[src/rtl/rgb_gray_pipe.sv]
// RGB-to-grey pixel pipeline. Each pixel is tagged with its frame column and line.
// Define RGB_GRAY_PIPE_THRESH_EN to add a binary threshold on the output (iTHRESH port).
module rgb_gray_pipe #(
    parameter int unsigned DW      = 12,
    parameter int unsigned FRAME_W = 640,
    parameter int unsigned FRAME_H = 480,
    localparam int unsigned XW     = (FRAME_W > 1) ? $clog2(FRAME_W) : 1,
    localparam int unsigned YW     = (FRAME_H > 1) ? $clog2(FRAME_H) : 1
) (
    input  logic          iCLK,
    input  logic          iRST,
    input  logic          iDVAL,
    input  logic [DW-1:0] iRed,
    input  logic [DW-1:0] iGreen,
    input  logic [DW-1:0] iBlue,
    input  logic [1:0]    iMODE,
    input  logic          iFRAME_CLR,
`ifdef RGB_GRAY_PIPE_THRESH_EN
    input  logic [DW-1:0] iTHRESH,
`endif
    output logic [DW-1:0] oDATA,
    output logic          oDVAL,
    output logic [XW-1:0] oX,
    output logic [YW-1:0] oY,
    output logic          oFRAME_END
);

    localparam int unsigned SW = DW + 8;

    // position counters
    logic [XW-1:0] x_q, x_d, x_tag;
    logic [YW-1:0] y_q, y_d, y_tag;
    logic          end_tag;

    // stage 0: registered input pixel
    logic          v0_q;
    logic [1:0]    mode0_q;
    logic [DW-1:0] r0_q, g0_q, b0_q;
    logic [XW-1:0] x0_q;
    logic [YW-1:0] y0_q;
    logic          end0_q;

    // stage 1: per-mode accumulation
    logic          v1_q;
    logic [1:0]    mode1_q;
    logic [SW-1:0] acc1_q, acc_d;
    logic [XW-1:0] x1_q;
    logic [YW-1:0] y1_q;
    logic          end1_q;

    // stage 2: grey value
    logic          v2_q;
    logic [DW-1:0] grey2_q, grey_d;
    logic [XW-1:0] x2_q;
    logic [YW-1:0] y2_q;
    logic          end2_q;

    // stage 3: output registers
    logic [DW-1:0] data_q, data_d, out_val;
    logic          dval_q;
    logic [XW-1:0] xo_q, xo_d;
    logic [YW-1:0] yo_q, yo_d;
    logic          fend_q;

    logic [DW-1:0] max_rgb;

    // A clear in the same cycle as a pixel retags that pixel as the frame origin.
    always_comb begin : pos_next
        x_tag   = iFRAME_CLR ? '0 : x_q;
        y_tag   = iFRAME_CLR ? '0 : y_q;
        end_tag = (x_tag == XW'(FRAME_W - 1)) && (y_tag == YW'(FRAME_H - 1));
        x_d     = x_q;
        y_d     = y_q;
        if (iDVAL) begin
            if (x_tag == XW'(FRAME_W - 1)) begin
                x_d = '0;
                y_d = (y_tag == YW'(FRAME_H - 1)) ? '0 : y_tag + YW'(1);
            end else begin
                x_d = x_tag + XW'(1);
                y_d = y_tag;
            end
        end else if (iFRAME_CLR) begin
            x_d = '0;
            y_d = '0;
        end
    end

    always_comb begin : stage1_next
        max_rgb = r0_q;
        if (g0_q > max_rgb) max_rgb = g0_q;
        if (b0_q > max_rgb) max_rgb = b0_q;
        acc_d = '0;
        case (mode0_q)
            2'b00:   acc_d = SW'(r0_q) + SW'(g0_q) + SW'(b0_q);
            2'b01:   acc_d = SW'(77) * SW'(r0_q) + SW'(150) * SW'(g0_q) + SW'(29) * SW'(b0_q);
            2'b10:   acc_d = SW'(g0_q);
            default: acc_d = SW'(max_rgb);
        endcase
    end

    always_comb begin : stage2_next
        grey_d = '0;
        case (mode1_q)
            2'b00:   grey_d = DW'(acc1_q / SW'(3));
            2'b01:   grey_d = DW'(acc1_q >> 8);
            default: grey_d = DW'(acc1_q);
        endcase
    end

    // Data and position hold their last values across invalid cycles.
    always_comb begin : stage3_next
`ifdef RGB_GRAY_PIPE_THRESH_EN
        out_val = (grey2_q >= iTHRESH) ? {DW{1'b1}} : '0;
`else
        out_val = grey2_q;
`endif
        data_d = v2_q ? out_val : data_q;
        xo_d   = v2_q ? x2_q : xo_q;
        yo_d   = v2_q ? y2_q : yo_q;
    end

    always_ff @(posedge iCLK or negedge iRST) begin : regs
        if (!iRST) begin
            x_q     <= '0;
            y_q     <= '0;
            v0_q    <= 1'b0;
            mode0_q <= '0;
            r0_q    <= '0;
            g0_q    <= '0;
            b0_q    <= '0;
            x0_q    <= '0;
            y0_q    <= '0;
            end0_q  <= 1'b0;
            v1_q    <= 1'b0;
            mode1_q <= '0;
            acc1_q  <= '0;
            x1_q    <= '0;
            y1_q    <= '0;
            end1_q  <= 1'b0;
            v2_q    <= 1'b0;
            grey2_q <= '0;
            x2_q    <= '0;
            y2_q    <= '0;
            end2_q  <= 1'b0;
            data_q  <= '0;
            dval_q  <= 1'b0;
            xo_q    <= '0;
            yo_q    <= '0;
            fend_q  <= 1'b0;
        end else begin
            x_q     <= x_d;
            y_q     <= y_d;
            v0_q    <= iDVAL;
            mode0_q <= iMODE;
            r0_q    <= iRed;
            g0_q    <= iGreen;
            b0_q    <= iBlue;
            x0_q    <= x_tag;
            y0_q    <= y_tag;
            end0_q  <= iDVAL & end_tag;
            v1_q    <= v0_q;
            mode1_q <= mode0_q;
            acc1_q  <= acc_d;
            x1_q    <= x0_q;
            y1_q    <= y0_q;
            end1_q  <= end0_q;
            v2_q    <= v1_q;
            grey2_q <= grey_d;
            x2_q    <= x1_q;
            y2_q    <= y1_q;
            end2_q  <= end1_q;
            data_q  <= data_d;
            dval_q  <= v2_q;
            xo_q    <= xo_d;
            yo_q    <= yo_d;
            fend_q  <= v2_q & end2_q;
        end
    end

    assign oDATA      = data_q;
    assign oDVAL      = dval_q;
    assign oX         = xo_q;
    assign oY         = yo_q;
    assign oFRAME_END = fend_q;

endmodule

[config.mk]
export PLATFORM = sky130hd
export DESIGN_NAME = rgb_gray_pipe
export DESIGN_NICKNAME = d
export VERILOG_FILES = /design/src/rtl/rgb_gray_pipe.sv
export SDC_FILE = /design/constraint.sdc
export NUM_CORES = 1
export LEC_CHECK = 0
export CAP_MARGIN = 20
export CORE_ASPECT_RATIO = 2
export CORE_MARGIN = 2
export CORE_UTILIZATION = 40
export CTS_BUF_LIST = sky130_fd_sc_hd__clkbuf_8
export CTS_CLUSTER_SIZE = 16
export DETAILED_ROUTE_END_ITERATION = 10
export PLACE_DENSITY_LB_ADDON = 0.08
export SYNTH_ARGS = -nofsm -noshare
export SYNTH_HDL_FRONTEND = slang
export SYNTH_SLANG_ARGS = --single-unit
[constraint.sdc]
create_clock -name iCLK -period 8.2 [get_ports iCLK]
set_input_delay 2.46 -clock iCLK [delete_from_list [all_inputs] [get_ports iCLK]]
set_output_delay 2.46 -clock iCLK [all_outputs]
set_load 0.01 [all_outputs]
==> results of run 1 <==
-- cell usage in the layout (no fill, tap or decap), types with 22 or more instances in the layout --
| cell | netlist | final |
|---|---|---|
| o21ai_0 | 61 | 61 |
| dfrtp_1 | 187 | 187 |
| ha_1 | 153 | 153 |
| nor2b_1 | 31 | 31 |
| xnor2_1 | 31 | 31 |
| nand2_1 | 74 | 74 |
| nor2_1 | 83 | 82 |
| fa_1 | 105 | 105 |
| mux2_2 | 34 | 34 |
| nor3_1 | 22 | 22 |
| nand3_1 | 28 | 28 |
| a21oi_1 | 68 | 68 |
| mux2i_1 | 23 | 23 |
| inv_1 | 210 | 210 |
| clkdlybuf4s50_1 | 0 | 73 |
-- final timing paths --
kind | from | end | slack [ns] | cells past startpoint
max | g0_q[4] | acc1_q[18] | 0.80 | 27
min | y1_q[0] | y2_q[0] | 0.35 | 0
max reg2reg | g0_q[4] | acc1_q[18] | 0.80 | 27
min reg2reg | y1_q[0] | y2_q[0] | 0.35 | 0
max in group asynchronous | iRST | grey2_q[4] | 5.22 | 2
min in group asynchronous | iRST | r0_q[0] | 1.95 | 1
-- where the power goes --
group	leakage [uW]	internal [uW]	switching [uW]
logic	0.00502	2090	2930
clock network	0.000226	258	453
registers	0.00242	1040	227
-- routing by layer --
layer  part of all wire, %  routed length [um]  up-vias  GRT usage [%]
met5                     0                   0        -              0
met4                   5.9                2260        0           12.5
met3                   2.2                 852       89           2.45
met2                    57               21900      195           42.7
met1                    35               13300     5245           20.9
li1                      -                   -     4997              -
-- layout make-up --
cell class / count / area share [%]
repair buffers: 84 / 5.16
well taps: 450 / 3.49
flip-flops and latches: 187 / 29.0
inverters: 212 / 4.94
diodes: 1 / 0.0155
multi-input cells: 978 / 54.5
clock inverters: 15 / 1.39
clock buffers: 17 / 1.45
-- registers in the layout, summed over array words and instances, names as in the netlist, 2 cells and up --
name / cells
b0_q: 12
oY: 9
y0_q: 9
grey2_q: 12
x_q: 10
r0_q: 12
g0_q: 12
y1_q: 9
x0_q: 10
mode0_q: 2
oDATA: 12
acc1_q: 20
y2_q: 9
mode1_q: 2
y_q: 9
oX: 10
x1_q: 10
x2_q: 10
-- logic make-up (layout without fill, tap and decap cells) --
family / count (synthesis) / in the layout / share of synthesized area (%)
AOI/OAI and AO/OA: 284 / 284 / 13.2
and+or+nand+nor: 324 / 324 / 11.4
buffers and inverters: 269 / 328 / 7.15
xor gates and xnor gates: 47 / 47 / 2.84
DFF: 187 / 187 / 32.3
adders and majority gates: 258 / 258 / 27.7
muxes: 65 / 65 / 5.42
other: 0 / 1 / 0
-- metrics by stage --
step	cells	hold slack [ns]	instance area, um^2	utilization [%]
finish	1944	0.352	16100	45.0
global route	1944	0.363	16100	45.0
CTS	1943	0.358	16100	45.0
detailed placement	1911	0.335	15700	43.7
global placement	1911	0.332	15700	43.7
floorplan	1434	0.331	14500	-
-- critical path: stages (launching register included) --
cell      delay, ns
dfrtp_1        0.54
ha_1           0.35
ha_1           0.27
inv_1          0.05
fa_1           0.50
fa_1           0.52
inv_1          0.04
ha_1           0.28
inv_1          0.06
xnor2_1        0.21
fa_1           0.50
fa_1           0.50
fa_1           0.50
inv_1          0.06
fa_1           0.47
ha_1           0.33
a21boi_0       0.15
o21ai_0        0.22
a21boi_0       0.14
o21ai_0        0.21
a21boi_0       0.15
o21ai_0        0.22
a21boi_0       0.15
o21ai_0        0.22
a21boi_0       0.15
o21a_1         0.20
o21a_1         0.16
nor3_1         0.17
-- Yosys cell counts (5+ instances only) --
cell type | count | share of area [%]
nor3_1 | 22 | 0.76
nand2_1 | 74 | 1.9
a22o_1 | 5 | 0.30
a211o_1 | 6 | 0.36
o2111ai_1 | 6 | 0.36
nor4_1 | 9 | 0.39
mux2i_1 | 23 | 1.6
a31oi_1 | 10 | 0.43
nand3_1 | 28 | 0.97
fa_1 | 105 | 14
buf_2 | 7 | 0.24
a21oi_1 | 68 | 2.3
inv_1 | 210 | 5.4
xor2_1 | 16 | 0.97
o21ai_0 | 61 | 2.1
o31ai_1 | 11 | 0.57
a21o_1 | 14 | 0.72
and2_1 | 5 | 0.22
clkbuf_1 | 42 | 1.1
dfrtp_1 | 187 | 32
or3_1 | 10 | 0.43
nand2b_1 | 10 | 0.43
mux4_2 | 7 | 1.1
nand4_1 | 18 | 0.78
buf_1 | 5 | 0.13
ha_1 | 153 | 13
a21boi_0 | 10 | 0.52
xnor2_1 | 31 | 1.9
o21a_1 | 14 | 0.72
mux2_2 | 34 | 2.6
nor2b_1 | 31 | 1.3
nor2_1 | 83 | 2.1
a211oi_1 | 20 | 1.0
o21ai_1 | 5 | 0.17
==> qor.csv, run 1 <==
metric,value,unit
rows,98,
setup_tns,0,ns
finalSetupViolCount,0,
core_area,0.0358,mm^2
power_density,435,mW/mm^2
cp.arrival,7.82,ns
ant_nets,0,
ios,75,
routed_via_density,5.41,
fillers,3508,
hold_viol,0,
drtPass1Iterations,7,
cp.required,8.62,ns
cp-end-kind,flip-flop,
outcome,"finished, final reports clean",
min_path_type,reg2reg,
async_flop_share,100,%
routed_wl,38300,um
pre_cts_ws,0.813,ns
grt_max_degree,103,
yosysSeqAreaShare,32.3,%
clock_sinks,187,
hold_buffers,0,
ys.flop_type,dfrtp_1,
portBuffers,74,
ctsRootBufferMaster,clkbuf_8,
worstMarginPinSlew,0.962,ns
via_count,10500,
critPathKind,reg2reg,
clock_latency,0.52,ns
remaining_drc_errors,0,
start_kind,flip-flop,
cts_resized,0,
start_util,40.5,%
p_total,7010,uW
dieArea,0.0379,mm^2
synth_nets,1734,
slew_violations,0,
die_x,139,um
dieHeight,273,um
leakagePower,0.00767,uW
antenna_found_initial,1,
syn_avg_cell_area,10.1,um^2
fin_ws,0.797,ns
timing.final.crit_share,90.3,%
ys_ff_latch,187,
clock.fmax,135,MHz
gp_congestion,0.873,
rsz0062_at_grt,false,
synth_area,0.0145,mm^2
grt_usage,21.4,%
slew_headroom,35.8,%
crit_fanout,8,
cts_tree,done,
cap_violations,0,
netlist_instances,1434,
grt_pass1_wl,62400,um
first_iter_violations,465,
nNetsFinal,1780,
synth_cell_types,88,
synth_edf_count,0,
period_needed,7.40,ns
areaGrowthSynthToFinish,11.2,%
seq_area,0.00468,mm^2
grt_pass1_vias,11500,
cts_setup_buffers,0,
hpwl,30500,um
cts_buffer_depth,2,
htreeDepth,4,
clock-skew-final,0.0255,ns
ir_drop,0.480,mV
ys.warnings.count,0,
cts_buffers,17,
wl_per_cell,19.7,um
multiInputGateArea,0.00879,mm^2
overflow,0,
drive_above_1_share,7.23,%
path_clk_slew,0.13,ns
Note: power is estimated with default switching activity, not from simulation.
==> inputs of run 2 (changes only) <==
Settings changed: PLACE_DENSITY_LB_ADDON 0.08 to default.
==> run 2 against run 1 <==
  * Flip-flop and latch count did not move
  * Register-to-register slack got worse by 0.20 ns
  * Sequential power barely moved
  * Count of clock-buffer cells in the layout did not move
  * Combinational power barely moved
  * Sequential share of layout area rose by 0.14 points
  * Die area did not move
  * Critical path depth did not move
  * Power fell by 1.2%
  * Critical endpoint unchanged
  * First-iteration DRC count rose by 32%
==> qor.csv, run 2 (synthesis results as in run 1) <==
metric,value,unit
clock.fmax,132,MHz
clock_sinks,187,
multiInputGateArea,0.00879,mm^2
critical_path_buf_inv_count,4,
grt_pass1_vias,11400,
portBuffers,74,
regMostFlops,acc1_q,
layout_commonest_cell,inv_1,
cp.required,8.60,ns
pre_cts_ws,0.673,ns
start_kind,flip-flop,
slew_headroom,34.4,%
ir_drop,0.426,mV
timing.final.crit_share,92.7,%
routed_wl,37200,um
rows,98,
cp.arrival,8.01,ns
slew_violations,0,
grt_pass1_wl,60700,um
cpMaxStageDelayCell,dfrtp_1,
core_area,0.0358,mm^2
remaining_drc_errors,0,
grt_usage,20.5,%
rsz0062_at_grt,false,
pwr-share-seq,18.2,%
worstMarginPinSlew,0.984,ns
power_density,432,mW/mm^2
crit_fanout,8,
leakagePower,0.00764,uW
start_util,40.5,%
fin_ws,0.598,ns
switching_share,51.4,%
final_cell_mix,"inv_1, dfrtp_1, ha_1",
grt_max_degree,75,
cpMostUsedCell,fa_1,
antenna_found_initial,1,
drive_above_1_share,7.17,%
min_path_type,reg2reg,
fin_area,0.0160,mm^2
areaGrowthSynthToFinish,10.6,%
hold_viol,0,
clock_latency,0.49,ns
dieArea,0.0379,mm^2
largest_reg_flops,20,
drtPass1Iterations,6,
nNetsFinal,1781,
htreeDepth,4,
cap_violations,0,
p_int,3360,uW
path_clk_slew,0.12,ns
finalSetupViolCount,0,
period_needed,7.60,ns
seq_area,0.00468,mm^2
p_clk_share,9.0,%
critPathKind,reg2reg,
cts_tree,done,
ant_nets,0,
dieHeight,273,um
setup_tns,0,ns
cp-end-kind,flip-flop,
hold_buffers,0,
clock-skew-final,0.0228,ns
p_comb_share,72.9,%
cts_buffers,17,
routed_via_density,5.45,
overflow,0,
fillers,3449,
gp_congestion,0.910,
die_x,139,um
via_count,10600,
cp_top_family,adder cells,
cts_buffer_depth,2,
first_iter_violations,615,
dpl_cell_area,0.0157,mm^2
cts_setup_buffers,0,
post-route-util,44.8,%
power_switching,3560,uW
critPathMaxStageDelay,0.60,ns
cts_resized,0,
ctsRootBufferMaster,clkbuf_8,
ios,75,
wl_per_cell,19.1,um
outcome,"finished, final reports clean",
hpwl,29400,um
==> run 2: cell types whose count changed in the layout (fill, tap and decap cells not counted), moves of 2 or more <==
| cell | previous run | this run |
|---|---|---|
| clkinvlp_4 | 0 | 2 |
| buf_4 | 9 | 11 |
| inv_8 | 1 | 5 |
| inv_16 | 2 | 0 |
| clkinv_4 | 0 | 2 |
| inv_12 | 7 | 0 |
==> run 2: final timing paths <==
kind / slack, ns / cells past startpoint / end / from
min in group asynchronous: 1.98 / 1 / r0_q[5] / iRST
min: 0.35 / 0 / x1_q[2] / x0_q[2]
min reg2reg: 0.35 / 0 / x1_q[2] / x0_q[2]
max reg2reg: 0.60 / 27 / acc1_q[18] / g0_q[4]
max in group asynchronous: 4.86 / 2 / x0_q[0] / iRST
max: 0.60 / 27 / acc1_q[18] / g0_q[4]
==> run 2: per-layer routing <==
layer | vias up | track usage [%] | part of all wire, %
met3 | 89 | 1.82 | 2.4
met4 | 0 | 11.7 | 5.7
li1 | 4989 | - | -
met5 | - | 0 | 0
met1 | 5276 | 20.2 | 34
met2 | 244 | 41.3 | 58
==> run 2: cell type report <==
type | count | share of cell area (%)
Antenna cell | 1 | 0.0156
Clock buffer | 17 | 1.46
Clock inverter | 14 | 0.967
Inverter | 212 | 4.96
Multi-Input combinational cell | 978 | 54.8
Sequential cell | 187 | 29.2
Tap cell | 450 | 3.51
Timing Repair Buffer | 85 | 5.16
==> run 2: power groups by stage <==
stage	Sequential (uW)	Combinational, uW	Clock (uW)
3_3_place_gp	1270	4950	0
6_report	1260	5040	621
5_1_grt	1280	5690	677
4_1_cts	1260	5060	646
2_1_floorplan	1140	3890	0
3_5_place_dp	1280	5020	0
==> run 2: stage by stage <==
step                cells  hold WS (ns)  power, uW
global placement     1912         0.333       6220
detailed placement   1912         0.335       6300
global route         1944         0.352       7650
floorplan            1434         0.331       5030
CTS                  1943         0.349       6970
finish               1944         0.346       6920
==> inputs of run 3 (changes only) <==
Settings changed: PLACE_DENSITY from default to 0.54, SLEW_MARGIN from default to 40.
==> run 3 against run 2 <==
  * Register-to-register slack improved by 0.097 ns
  * Worst setup slack improved by 0.097 ns
  * Combinational power barely moved
  * First-iteration DRC count fell by 15%
  * Die area did not move
  * Utilization rose by 0.21 points
  * Final area rose by 0.46%
  * Flip-flop and latch count did not move
  * Sequential power barely moved
  * Count of clock-buffer cells in the layout did not move
  * Routed wire length rose by 2.0%
  * Via count fell by 0.26%
  * Critical endpoint unchanged
  * Largest power group unchanged
  * Highest routed layer unchanged
==> qor.csv, run 3 (synthesis results as in run 1) <==
metric,value,unit
outcome,"finished, final reports clean",
clock-skew-final,0.0343,ns
hpwl,30300,um
pwr-share-seq,17.9,%
ir_drop,0.564,mV
nNetsFinal,1779,
switching_share,51.6,%
finalSetupViolCount,0,
ios,75,
drtPass1Iterations,5,
grt_pass1_vias,11500,
remaining_drc_errors,0,
cp_top_family,adder cells,
via_count,10600,
cts_buffers,17,
wl_per_cell,19.5,um
power_switching,3630,uW
first_iter_violations,521,
cts_tree,done,
post-route-util,45.0,%
path_clk_slew,0.13,ns
dieArea,0.0379,mm^2
slew_violations,0,
cap_violations,0,
period_needed,7.51,ns
slew_headroom,48.6,%
cts_setup_buffers,0,
overflow,0,
clock.fmax,133,MHz
setup_tns,0,ns
worstReg2RegEnd,acc1_q[18],
layout_commonest_cell,inv_1,
min_path_type,reg2reg,
cts_resized,0,
rr_worst_depth,27,
core_area,0.0358,mm^2
routed.top_layer,met4,
regMostFlops,acc1_q,
finalNonFillerCells,1943,
routed_via_density,5.44,
dp_cells,1910,
areaGrowthSynthToFinish,11.1,%
critPathMaxStageDelay,0.62,ns
antenna_found_initial,1,
wl_met1,12800,um
die_x,139,um
leakagePower,0.00766,uW
portBuffers,74,
dieHeight,273,um
crit_end,acc1_q[18],
hold_buffers,0,
worstMarginPinSlew,0.768,ns
p_comb_share,72.0,%
start_kind,flip-flop,
critPathKind,reg2reg,
rrSetupSlack,0.69,ns
drive_above_1_share,7.51,%
grt_pass1_wl,61300,um
clock_sinks,187,
cp.depth,27,
routed-wl-met3,859,um
timing.final.crit_share,91.5,%
route.met2.wl,21500,um
rsz0062_at_grt,false,
power_density,437,mW/mm^2
htreeDepth,4,
grt_usage,21.0,%
reg2reg_from,g0_q[4],
p_clk_share,10.1,%
ant_nets,0,
cpMostUsedCell,fa_1,
routed_wl,37900,um
cp.arrival,7.93,ns
grt_max_degree,71,
final_cell_mix,"inv_1, dfrtp_1, ha_1",
startpoint,g0_q[4],
gp_congestion,0.884,
rows,98,
hold_viol,0,
cts_buffer_depth,2,
cp-end-kind,flip-flop,
ctsRootBufferMaster,clkbuf_8,
critical_path_buf_inv_count,4,
largest_reg_flops,20,
clock_latency,0.52,ns
crit_fanout,8,
cpMaxStageDelayCell,dfrtp_1,
p_int,3410,uW
cp.required,8.62,ns
start_util,40.5,%
## run 3: area by class of cell
cell class | count | area [um^2]
Tap cell | 450 | 563
Timing Repair Buffer | 83 | 815
Antenna cell | 1 | 2.50
Inverter | 212 | 796
Clock buffer | 17 | 234
Clock inverter | 15 | 223
Fill cell | 3438 | 19700
Sequential cell | 187 | 4680
Multi-Input combinational cell | 978 | 8800
## run 3: per-layer routing
| layer | global-route usage, % | vias to the layer above |
|---|---|---|
| met5 | 0 | - |
| met4 | 14.4 | 0 |
| met3 | 2.03 | 97 |
| met2 | 41.4 | 214 |
| met1 | 20.2 | 5268 |
| li1 | - | 4991 |
## run 3: worst register-to-register path, cell delays in order (launching register included)
cell and delay, ns:
dfrtp_1 0.62, ha_1 0.32, ha_1 0.28, inv_1 0.05
fa_1 0.50, fa_1 0.52, inv_1 0.04, ha_1 0.28
inv_1 0.06, xnor2_1 0.26, fa_1 0.48, fa_1 0.48
fa_1 0.49, inv_1 0.05, fa_1 0.47, ha_1 0.33
a21boi_0 0.15, o21ai_0 0.23, a21boi_0 0.15, o21ai_0 0.24
a21boi_0 0.15, o21ai_0 0.22, a21boi_0 0.14, o21ai_0 0.22
a21boi_0 0.15, o21a_1 0.20, o21a_1 0.17, nor3_1 0.18
## run 3: power groups by stage
stage,clock network [uW],registers [uW],logic (uW)
6_report,710,1260,5070
5_1_grt,776,1280,5730
4_1_cts,747,1260,5080
3_5_place_dp,0,1280,5040
3_3_place_gp,0,1280,5000
2_1_floorplan,0,1140,3890
## run 3: stage by stage
| stage | cell area, um^2 | total power (uW) | hold slack [ns] | setup WS, ns |
|---|---|---|---|---|
| 2_1_floorplan | 14500 | 5030 | 0.331 | 1.44 |
| 3_3_place_gp | 15600 | 6270 | 0.332 | 0.869 |
| 3_5_place_dp | 15600 | 6330 | 0.335 | 0.725 |
| 4_1_cts | 16100 | 7090 | 0.347 | 0.703 |
| 5_1_grt | 16100 | 7790 | 0.343 | 0.143 |
| 6_report | 16100 | 7040 | 0.345 | 0.695 |
## run 3: worst min path at each step
| stage | start | to | slack [ns] | depth (start not counted) |
|---|---|---|---|---|
| floorplan | end0_q | end1_q | 0.33 | 0 |
| global placement | x0_q[0] | x1_q[0] | 0.33 | 0 |
| detailed placement | v0_q | v1_q | 0.33 | 0 |
| CTS | x0_q[9] | x1_q[9] | 0.35 | 0 |
| global route | x0_q[9] | x1_q[9] | 0.34 | 0 |
| finish | x0_q[9] | x1_q[9] | 0.34 | 0 |
